<file path="src/rtl/seq_pkg.sv">
// Shared types and constants for the decryption run controller.
package seq_pkg;

    // Run-controller phases; the encoding is only stored internally.
    typedef enum logic [2:0] {
        ST_IDLE = 3'd0,
        ST_LOAD = 3'd1,
        ST_RUN  = 3'd2,
        ST_DONE = 3'd3,
        ST_ERR  = 3'd4
    } seq_state_t;

    // Address whose non-zero processor write marks the job complete.
    localparam logic [7:0] DEFAULT_DONE_ADDR = 8'hFC;

endpackage : seq_pkg

</file>
<file path="src/rtl/mem_port_mux.sv">
// Combinational selector that hands the single data-memory port to the
// loader, the processor or the display reader depending on the phase.
module mem_port_mux
    import seq_pkg::*;
(
    input  seq_state_t  state_i,
    input  logic        ld_valid_i,
    input  logic [31:0] ld_data_i,
    input  logic [7:0]  lcnt_i,
    input  logic        cpu_we_i,
    input  logic [7:0]  cpu_addr_i,
    input  logic [31:0] cpu_wdata_i,
    input  logic [7:0]  disp_addr_i,
    output logic        mem_we_o,
    output logic [7:0]  mem_addr_o,
    output logic [31:0] mem_wdata_o
);

    // Route the owning user onto the memory port; unowned phases keep it idle.
    always_comb begin
        // NOTE: every output gets a default first so no path leaves it unassigned (no latch).
        mem_we_o    = 1'b0;
        mem_addr_o  = 8'h00;
        mem_wdata_o = 32'h0;
        case (state_i)
            ST_LOAD: begin
                mem_we_o    = ld_valid_i;
                mem_addr_o  = lcnt_i;
                mem_wdata_o = ld_data_i;
            end
            ST_RUN: begin
                mem_we_o    = cpu_we_i;
                mem_addr_o  = cpu_addr_i;
                mem_wdata_o = cpu_wdata_i;
            end
            ST_DONE: begin
                mem_addr_o  = disp_addr_i;
            end
            default: begin
                // IDLE and ERR: port parked at address 0, no writes.
            end
        endcase
    end

endmodule : mem_port_mux

</file>
<file path="src/rtl/decrypt_sequencer.sv">
// Run controller for the decryption core: sequences LOAD -> RUN -> DONE,
// holds the processor in reset outside RUN and times out a stuck run.
module decrypt_sequencer
    import seq_pkg::*;
#(
    parameter int         IMG_WORDS  = 64,
    parameter logic [7:0] DONE_ADDR  = DEFAULT_DONE_ADDR,
    parameter int         MAX_CYCLES = 100000
) (
    input  logic        clk,
    input  logic        rst,
    input  logic        start,
    input  logic        ld_valid,
    input  logic [31:0] ld_data,
    output logic        ld_ready,
    input  logic        cpu_we,
    input  logic [7:0]  cpu_addr,
    input  logic [31:0] cpu_wdata,
    output logic        cpu_hold,
    input  logic [7:0]  disp_addr,
    output logic        disp_gnt,
    output logic        mem_we,
    output logic [7:0]  mem_addr,
    output logic [31:0] mem_wdata,
    output logic        busy,
    output logic        done,
    output logic        err
);

    localparam int CW = $clog2(MAX_CYCLES + 1);

    localparam logic [7:0]    LAST_WORD = 8'(IMG_WORDS - 1);
    localparam logic [CW-1:0] LAST_CYC  = CW'(MAX_CYCLES - 1);

    seq_state_t    state_q, state_d;
    logic [7:0]    lcnt_q,  lcnt_d;
    logic [CW-1:0] ccnt_q,  ccnt_d;

    logic done_write;
    logic timeout;

    // A non-zero store to the completion address ends the run.
    assign done_write = cpu_we && (cpu_addr == DONE_ADDR) && (cpu_wdata != 32'h0);
    assign timeout    = (ccnt_q == LAST_CYC);

    // Next-state and counter update logic.
    always_comb begin
        state_d = state_q;
        lcnt_d  = lcnt_q;
        ccnt_d  = ccnt_q;
        case (state_q)
            ST_IDLE, ST_DONE, ST_ERR: begin
                if (start) begin
                    state_d = ST_LOAD;
                    lcnt_d  = 8'h00;
                    ccnt_d  = '0;
                end
            end
            ST_LOAD: begin
                // ld_ready is constantly high here, so ld_valid alone is the handshake.
                if (ld_valid) begin
                    lcnt_d = lcnt_q + 8'd1;
                    if (lcnt_q == LAST_WORD) begin
                        state_d = ST_RUN;
                    end
                end
            end
            ST_RUN: begin
                ccnt_d = ccnt_q + CW'(1);
                // Completion takes priority over a coincident timeout.
                if (done_write) begin
                    state_d = ST_DONE;
                end else if (timeout) begin
                    state_d = ST_ERR;
                end
            end
            default: begin
                state_d = ST_IDLE;
            end
        endcase
    end

    // State and counter registers with asynchronous active-low reset.
    always_ff @(posedge clk or negedge rst) begin
        if (!rst) begin
            state_q <= ST_IDLE;
            lcnt_q  <= 8'h00;
            ccnt_q  <= '0;
        end else begin
            // NOTE: sequential state uses non-blocking assignment so all registers update together.
            state_q <= state_d;
            lcnt_q  <= lcnt_d;
            ccnt_q  <= ccnt_d;
        end
    end

    // Status and handshake outputs decode straight from the state register.
    assign ld_ready = (state_q == ST_LOAD);
    assign cpu_hold = (state_q != ST_RUN);
    assign disp_gnt = (state_q == ST_DONE);
    assign busy     = (state_q == ST_LOAD) || (state_q == ST_RUN);
    assign done     = (state_q == ST_DONE);
    assign err      = (state_q == ST_ERR);

    mem_port_mux u_mem_port_mux (
        .state_i     (state_q),
        .ld_valid_i  (ld_valid),
        .ld_data_i   (ld_data),
        .lcnt_i      (lcnt_q),
        .cpu_we_i    (cpu_we),
        .cpu_addr_i  (cpu_addr),
        .cpu_wdata_i (cpu_wdata),
        .disp_addr_i (disp_addr),
        .mem_we_o    (mem_we),
        .mem_addr_o  (mem_addr),
        .mem_wdata_o (mem_wdata)
    );

endmodule : decrypt_sequencer

</file>
<file path="config.mk">
export PLATFORM = sky130hd
export DESIGN_NAME = decrypt_sequencer
export DESIGN_NICKNAME = d
export VERILOG_FILES = /design/src/rtl/seq_pkg.sv /design/src/rtl/mem_port_mux.sv /design/src/rtl/decrypt_sequencer.sv
export SDC_FILE = /design/constraint.sdc
export NUM_CORES = 1
export LEC_CHECK = 0
export CAP_MARGIN = 20
export CORE_AREA = 2 2 80 82
export DETAILED_ROUTE_END_ITERATION = 8
export DIE_AREA = 0 0 82 84
export PLACE_DENSITY = 0.91
export SYNTH_ARGS = -nofsm -noshare
export SYNTH_HDL_FRONTEND = slang
export SYNTH_HIERARCHICAL = 1
export SYNTH_SLANG_ARGS = --single-unit
</file>
<file path="constraint.sdc">
create_clock -name clk -period 2.5 [get_ports clk]
set_input_delay 0.375 -clock clk [delete_from_list [all_inputs] [get_ports clk]]
set_output_delay 0.375 -clock clk [all_outputs]
set_load 0.1 [all_outputs]
</file>
## Word-level counts from Yosys, hierarchy flattened

Cells that the tools add are included.

| operators by class | value |
|---|---|
| eq/ne operators | 12 |
| muxes and demuxes | 14 |
| add/sub/neg operators | 2 |
| reductions and logical operators | 11 |

Operator list:

| operator | count |
|---|---|
| $pmux W32 S2 | 1 |
| $pmux W17 S2 | 1 |
| $reduce_bool A32 Y1 | 1 |
| $pmux W8 S3 | 1 |
| $add A17 B1 Y17 const B | 1 |
| $eq A17 B17 Y1 const B | 1 |
| $mux W17 | 1 |
| $mux W8 | 2 |
| $pmux W8 S2 | 1 |
| $mux W3 | 5 |
| $pmux W3 S3 | 1 |
| $add A8 B1 Y8 const B | 1 |
| $eq A8 B6 Y1 const B | 1 |
| $eq A8 B8 Y1 const B | 1 |
| $eq A3 B2 Y1 const B | 2 |
| $ne A2 B2 Y1 const B | 2 |
| $reduce_and A4 Y1 | 1 |
| $reduce_bool A2 Y1 | 2 |
| $eq A3 B1 Y1 const B | 1 |
| $eq A3 B3 Y1 const B | 1 |
| $logic_not A3 Y1 | 1 |
| $ne A3 B2 Y1 const B | 1 |
| $ne A3 B3 Y1 const B | 1 |
| $reduce_and A3 Y1 | 1 |
| 6 further kinds | 7 |

| word-level totals | value |
|---|---|
| output and inout bits | 47 |
| logic and storage cells | 42 |
| input port bits | 85 |
| register bits | 28 |

## Longest topological paths before layout

| logic depth | value |
|---|---|
| depth in word-level cells | 5 |
| gate-level depth with buffers | 7 |
| mapped depth without buffers | 6 |

## Modules after synthesis

Netlist, hierarchy kept.

By module, submodules not included:

| module | cells an instance | times used | seq. area each (um2) | area each (um2) |
|---|---|---|---|---|
| decrypt_sequencer | 177 | 1 | 700.7 | 1,622.8 |
| mem_port_mux | 146 | 1 | 0.0 | 967.2 |

## Worst setup path before layout

No wires, ideal clock.

| timing path | value |
|---|---|
| path kind | register to output |
| start | register state_q[0] |
| end | output mem_addr[0] |
| stages on the path, launching flop included | 5 |
| path slack | -1.061 ns |
| data arrival time | 3.186 ns |
| data required time | 2.125 ns |
| path through | dfrtp_1 > buf_2 > buf_2 > a21oi_1 > a211oi_1 |

| between the ends | value |
|---|---|
| cells in the longest elaborated chain, start to end | 2 |
| elaborated cells on any way between the ends | 4 |
| classes of those cells | 3 x eq/ne; 1 x mux |

RTL lines:

| what | line | RTL |
|---|---|---|
| from (decl) | decrypt_sequencer.sv:35 | `seq_state_t state_q, state_d;` |
| from (signal assigned) | decrypt_sequencer.sv:91 | `state_q <= state_d;` |
| $eq A3 B2 Y1 or $eq A3 B1 Y1 (tied branches) | mem_port_mux.sv:25 | `case (state_i)` |
| $pmux W8 S3 (*) | mem_port_mux.sv:25 |  |
| to (decl) | decrypt_sequencer.sv:23 | `output logic [7:0] mem_addr,` |

Mark *: on every way between the ends. The rest lies on a longest branch, timed or not.

## Worst setup path after layout

| timing path | value |
|---|---|
| start | register state_q[1] |
| end | output mem_addr[3] |

Same word-level chain as after synthesis.

==> run summary <==
Critical path launch point type = flop
Met1 Track Usage GR = 0.348
Number of synthesized flops with an enable pin = 0
Number of buffers added to fix hold violations after cts = 0
Die Wd = 82 microns
Pin count of the biggest net entering global routing = 81
Highest achievable clock rate = 0.432 GHz
Largest incremental delay on the critical path = 630 ps
Number of max-cap violations = 0
Core outline area = 6100 sq um
Routed length per instance = 19.5 microns
Overall die height = 84 microns
Effective utilization at floorplan = 0.425
Number of levels in the clock H-tree = 1
Total gr overflow = 0
Portion of total power attributed to combinational logic = 0.733
Element type at the critical path end = primary output
Via count of the first global-routing pass = 3,072
Maximum number of buffers from clock root to sink = 2
R2R depth = 5
Routed wire length = 10.0 mm
Vias post-DR = 3,092
Largest fanout on the critical path = 68
Clock tree from TritonCTS = yes
Critical path type = reg2out
Critical path, cell by cell = buf_12, a21oi_1, a211oi_2, buf_12
Reg2reg end = ccnt_q[3]
Skew-Pair Late Insertion Delay = 280 ps
Count of distinct cell types in the synthesized netlist = 53
Library cell appearing most often on the critical path = sky130_fd_sc_hd__buf_12
Area growth syn-to-layout = 78.8%
Share of final-layout standard cells stronger than drive strength 1 = 0.259
Number of antenna violations at the first check in global routing = 0
Run status = finished clean
Number of warning messages in the yosys log = 6
Layout net count = 525
Inserted Clock Buffers = 3
Wire length of the first global-routing pass = 15.7 mm
IO Count = 132
Sequential-to-total area share from yosys stat = 0.271
Antenna Diode Count = 0
Fill cell total of the finished layout = 394
Port Buf Inserts = 131
Resized cells post-CTS = 0
Count of placed standard cells including taps = 510
Setup violations, final = 0
Total Die Area = 6890 sq um
Flop pwr share = 0.167
Most crowded layer after global routing = met2
Max VDD drop = 578 uV
Met3 usage in global routing = 0.0714
Net load switching power = 1.88 mW
Post-route DRC violation count = 0
Net count of the mapped netlist = 410
Main flop type after synthesis = sky130_fd_sc_hd__dfrtp_1
Proportion of synthesized flip-flops having asynchronous set or reset = 1.00
Switch share = 0.526
CTS clock-pin slew for the worst setup and hold paths = 100 ps
Worst reg2reg setup slack = 480 ps
Number of clock sinks seen by CTS = 28
Worst hold-check path type = in2async
Worst endpoint required time = 2120 ps
Slew at the pin with the worst max-slew slack = 688 ps
Post-Syn Area = 2590 sq um
Last weighted congestion value of the routability-driven placer = 0.882
Detail Route Antenna Nets = 0
Max_slew headroom = 0.541
Via density per instance = 6.02
Cell count after synthesis = 323
Total power after layout = 3.58 mW
Postcts setup bufs = 0
Pwr per Cell Area = 774 nW/um^2
Worst EP arrival = 1940 ps
Clock skew after layout = 2.75 ps
Total half-perimeter wirelength after legalization and detailed placement = 7.69 mm
Buffers & Inverters on Critical Path = 2
Kind of cell adding the most delay to the critical path = flip-flops
Hold slack = 464 ps
Unrepaired setup endpoints after global routing = no
Standard-cell rows = 29
Min Clock Period, post-route = 2310 ps
Buffer cell driving the clock tree root = sky130_fd_sc_hd__clkbuf_8
Source of the worst register-to-register timing path = state_q[1]
Max Transition Viols Final = 0
Final Cycle Share = 0.926
Non-filler instance count after layout = 514
Total iterations of the first detailed-routing run = 5
Initial detailed-routing violation count = 196
Internal Power = 1.70 mW
Share of total power in the clock network = 0.100
Met2 GRT Util = 0.500
Aggregate global-route resource usage = 0.291
Final Hold Viols = 0
Yosys reg bits = 28
Synthesized area per cell = 8.02 sq um
Worst-path cell with the longest stage delay = sky130_fd_sc_hd__dfrtp_2
Leakage = 1.74 nW
power by group through the flow:
stage,clock network [mW],registers [mW],logic (mW)
2_1_floorplan,0,0.578,1.65
3_3_place_gp,0,0.598,2.59
3_5_place_dp,0,0.607,2.63
4_1_cts,0.361,0.598,2.63
5_1_grt,0.386,0.612,2.71
6_report,0.357,0.599,2.63
worst register-to-register path: stages (launching register included):
cell                      delay [ps]
sky130_fd_sc_hd__dfrtp_2         630
sky130_fd_sc_hd__nor3b_4         430
sky130_fd_sc_hd__inv_1           150
sky130_fd_sc_hd__buf_4           200
sky130_fd_sc_hd__or3_1           360
sky130_fd_sc_hd__a21oi_1         170
metrics by stage:
| step | area [sq um] | setup TNS [ps] | setup slack (ps) | utilization |
|---|---|---|---|---|
| 2_1_floorplan | 2760 | -811 | -102 | - |
| 3_3_place_gp | 4560 | 0 | 388 | 0.748 |
| 3_5_place_dp | 4560 | 0 | 348 | 0.748 |
| 4_1_cts | 4630 | 0 | 207 | 0.760 |
| 5_1_grt | 4630 | 0 | 94.8 | 0.760 |
| 6_report | 4630 | 0 | 186 | 0.760 |
worst max path at each step:
stage | startpoint | to | slack (ps) | cells after the start
after global routing | state_q[1] | mem_addr[3] | 90 | 4
after CTS | state_q[1] | mem_addr[3] | 210 | 4
after floorplan | state_q[0] | mem_addr[0] | -100 | 4
after detailed placement | cpu_wdata[24] | state_q[1] | 350 | 6
after global placement | cpu_we | state_q[0] | 390 | 6
final | state_q[1] | mem_addr[3] | 190 | 4
cell usage after synthesis, types with 2 or more instances:
| library cell | n | share of area |
|---|---|---|
| sky130_fd_sc_hd__xnor2_1 | 4 | 0.014 |
| sky130_fd_sc_hd__nand3_1 | 15 | 0.029 |
| sky130_fd_sc_hd__nor2_1 | 8 | 0.012 |
| sky130_fd_sc_hd__inv_1 | 4 | 0.0058 |
| sky130_fd_sc_hd__nor3_1 | 3 | 0.0058 |
| sky130_fd_sc_hd__dfrtp_1 | 28 | 0.27 |
| sky130_fd_sc_hd__or3_1 | 3 | 0.0072 |
| sky130_fd_sc_hd__mux2i_1 | 10 | 0.039 |
| sky130_fd_sc_hd__a211oi_1 | 8 | 0.023 |
| sky130_fd_sc_hd__and3_1 | 2 | 0.0048 |
| sky130_fd_sc_hd__nand2_1 | 23 | 0.033 |
| sky130_fd_sc_hd__a21oi_1 | 45 | 0.087 |
| sky130_fd_sc_hd__o211ai_1 | 4 | 0.012 |
| sky130_fd_sc_hd__buf_4 | 2 | 0.0058 |
| sky130_fd_sc_hd__ha_1 | 2 | 0.0097 |
| sky130_fd_sc_hd__o21ai_0 | 20 | 0.039 |
| sky130_fd_sc_hd__buf_2 | 9 | 0.017 |
| sky130_fd_sc_hd__nor4_1 | 11 | 0.027 |
| sky130_fd_sc_hd__o31ai_1 | 4 | 0.012 |
| sky130_fd_sc_hd__clkbuf_1 | 13 | 0.019 |
| sky130_fd_sc_hd__a31oi_1 | 2 | 0.0048 |
| sky130_fd_sc_hd__and4_1 | 2 | 0.0068 |
| sky130_fd_sc_hd__nor2_2 | 2 | 0.0048 |
| sky130_fd_sc_hd__nand3b_1 | 66 | 0.19 |
| sky130_fd_sc_hd__nor3b_1 | 2 | 0.0058 |
| sky130_fd_sc_hd__nand4_1 | 4 | 0.0097 |
cells in the final DEF, fill, tap and decap left out, types with 10 or more instances in the layout:
master	count
sky130_fd_sc_hd__o21ai_0	20
sky130_fd_sc_hd__nand2_1	23
sky130_fd_sc_hd__a21oi_1	12
sky130_fd_sc_hd__clkdlybuf4s50_1	84
sky130_fd_sc_hd__dfrtp_1	25
sky130_fd_sc_hd__mux2i_1	10
sky130_fd_sc_hd__nor4_1	11
sky130_fd_sc_hd__a21oi_2	34
sky130_fd_sc_hd__buf_12	49
sky130_fd_sc_hd__nand3_1	15
sky130_fd_sc_hd__nand3b_1	66
sequential cells by signal, indices dropped and copies added (netlist names):
name / count
lcnt_q: 8
ccnt_q: 17
state_q: 3
routing by layer:
metal / wire [microns] / share of wire
met1: 3760 / 0.37
met2: 4890 / 0.49
met3: 1030 / 0.10
met4: 364 / 0.036
met5: 0 / 0
cell families after synthesis:
logic type / count (synthesis) / synth area share
buffers and inverters: 32 / 0.0647
multiplexers: 10 / 0.0386
AND/OR/NAND/NOR: 154 / 0.391
flip-flops: 28 / 0.271
XOR/XNOR: 5 / 0.0169
adder cells (fa/ha/maj): 2 / 0.00966
AO/OA/AOI/OAI: 92 / 0.208
layout make-up:
class | count | area (sq um) | area share
clock buffers | 3 | 41.3 | 0.00891
clock inverters | 1 | 30.0 | 0.00648
inverters | 4 | 15.0 | 0.00324
multi-input cells | 263 | 1890 | 0.407
flip-flops and latches | 28 | 704 | 0.152
well taps | 77 | 96.3 | 0.0208
repair buffers | 138 | 1860 | 0.401
No activity file was read; power rests on OpenSTA's default activity.
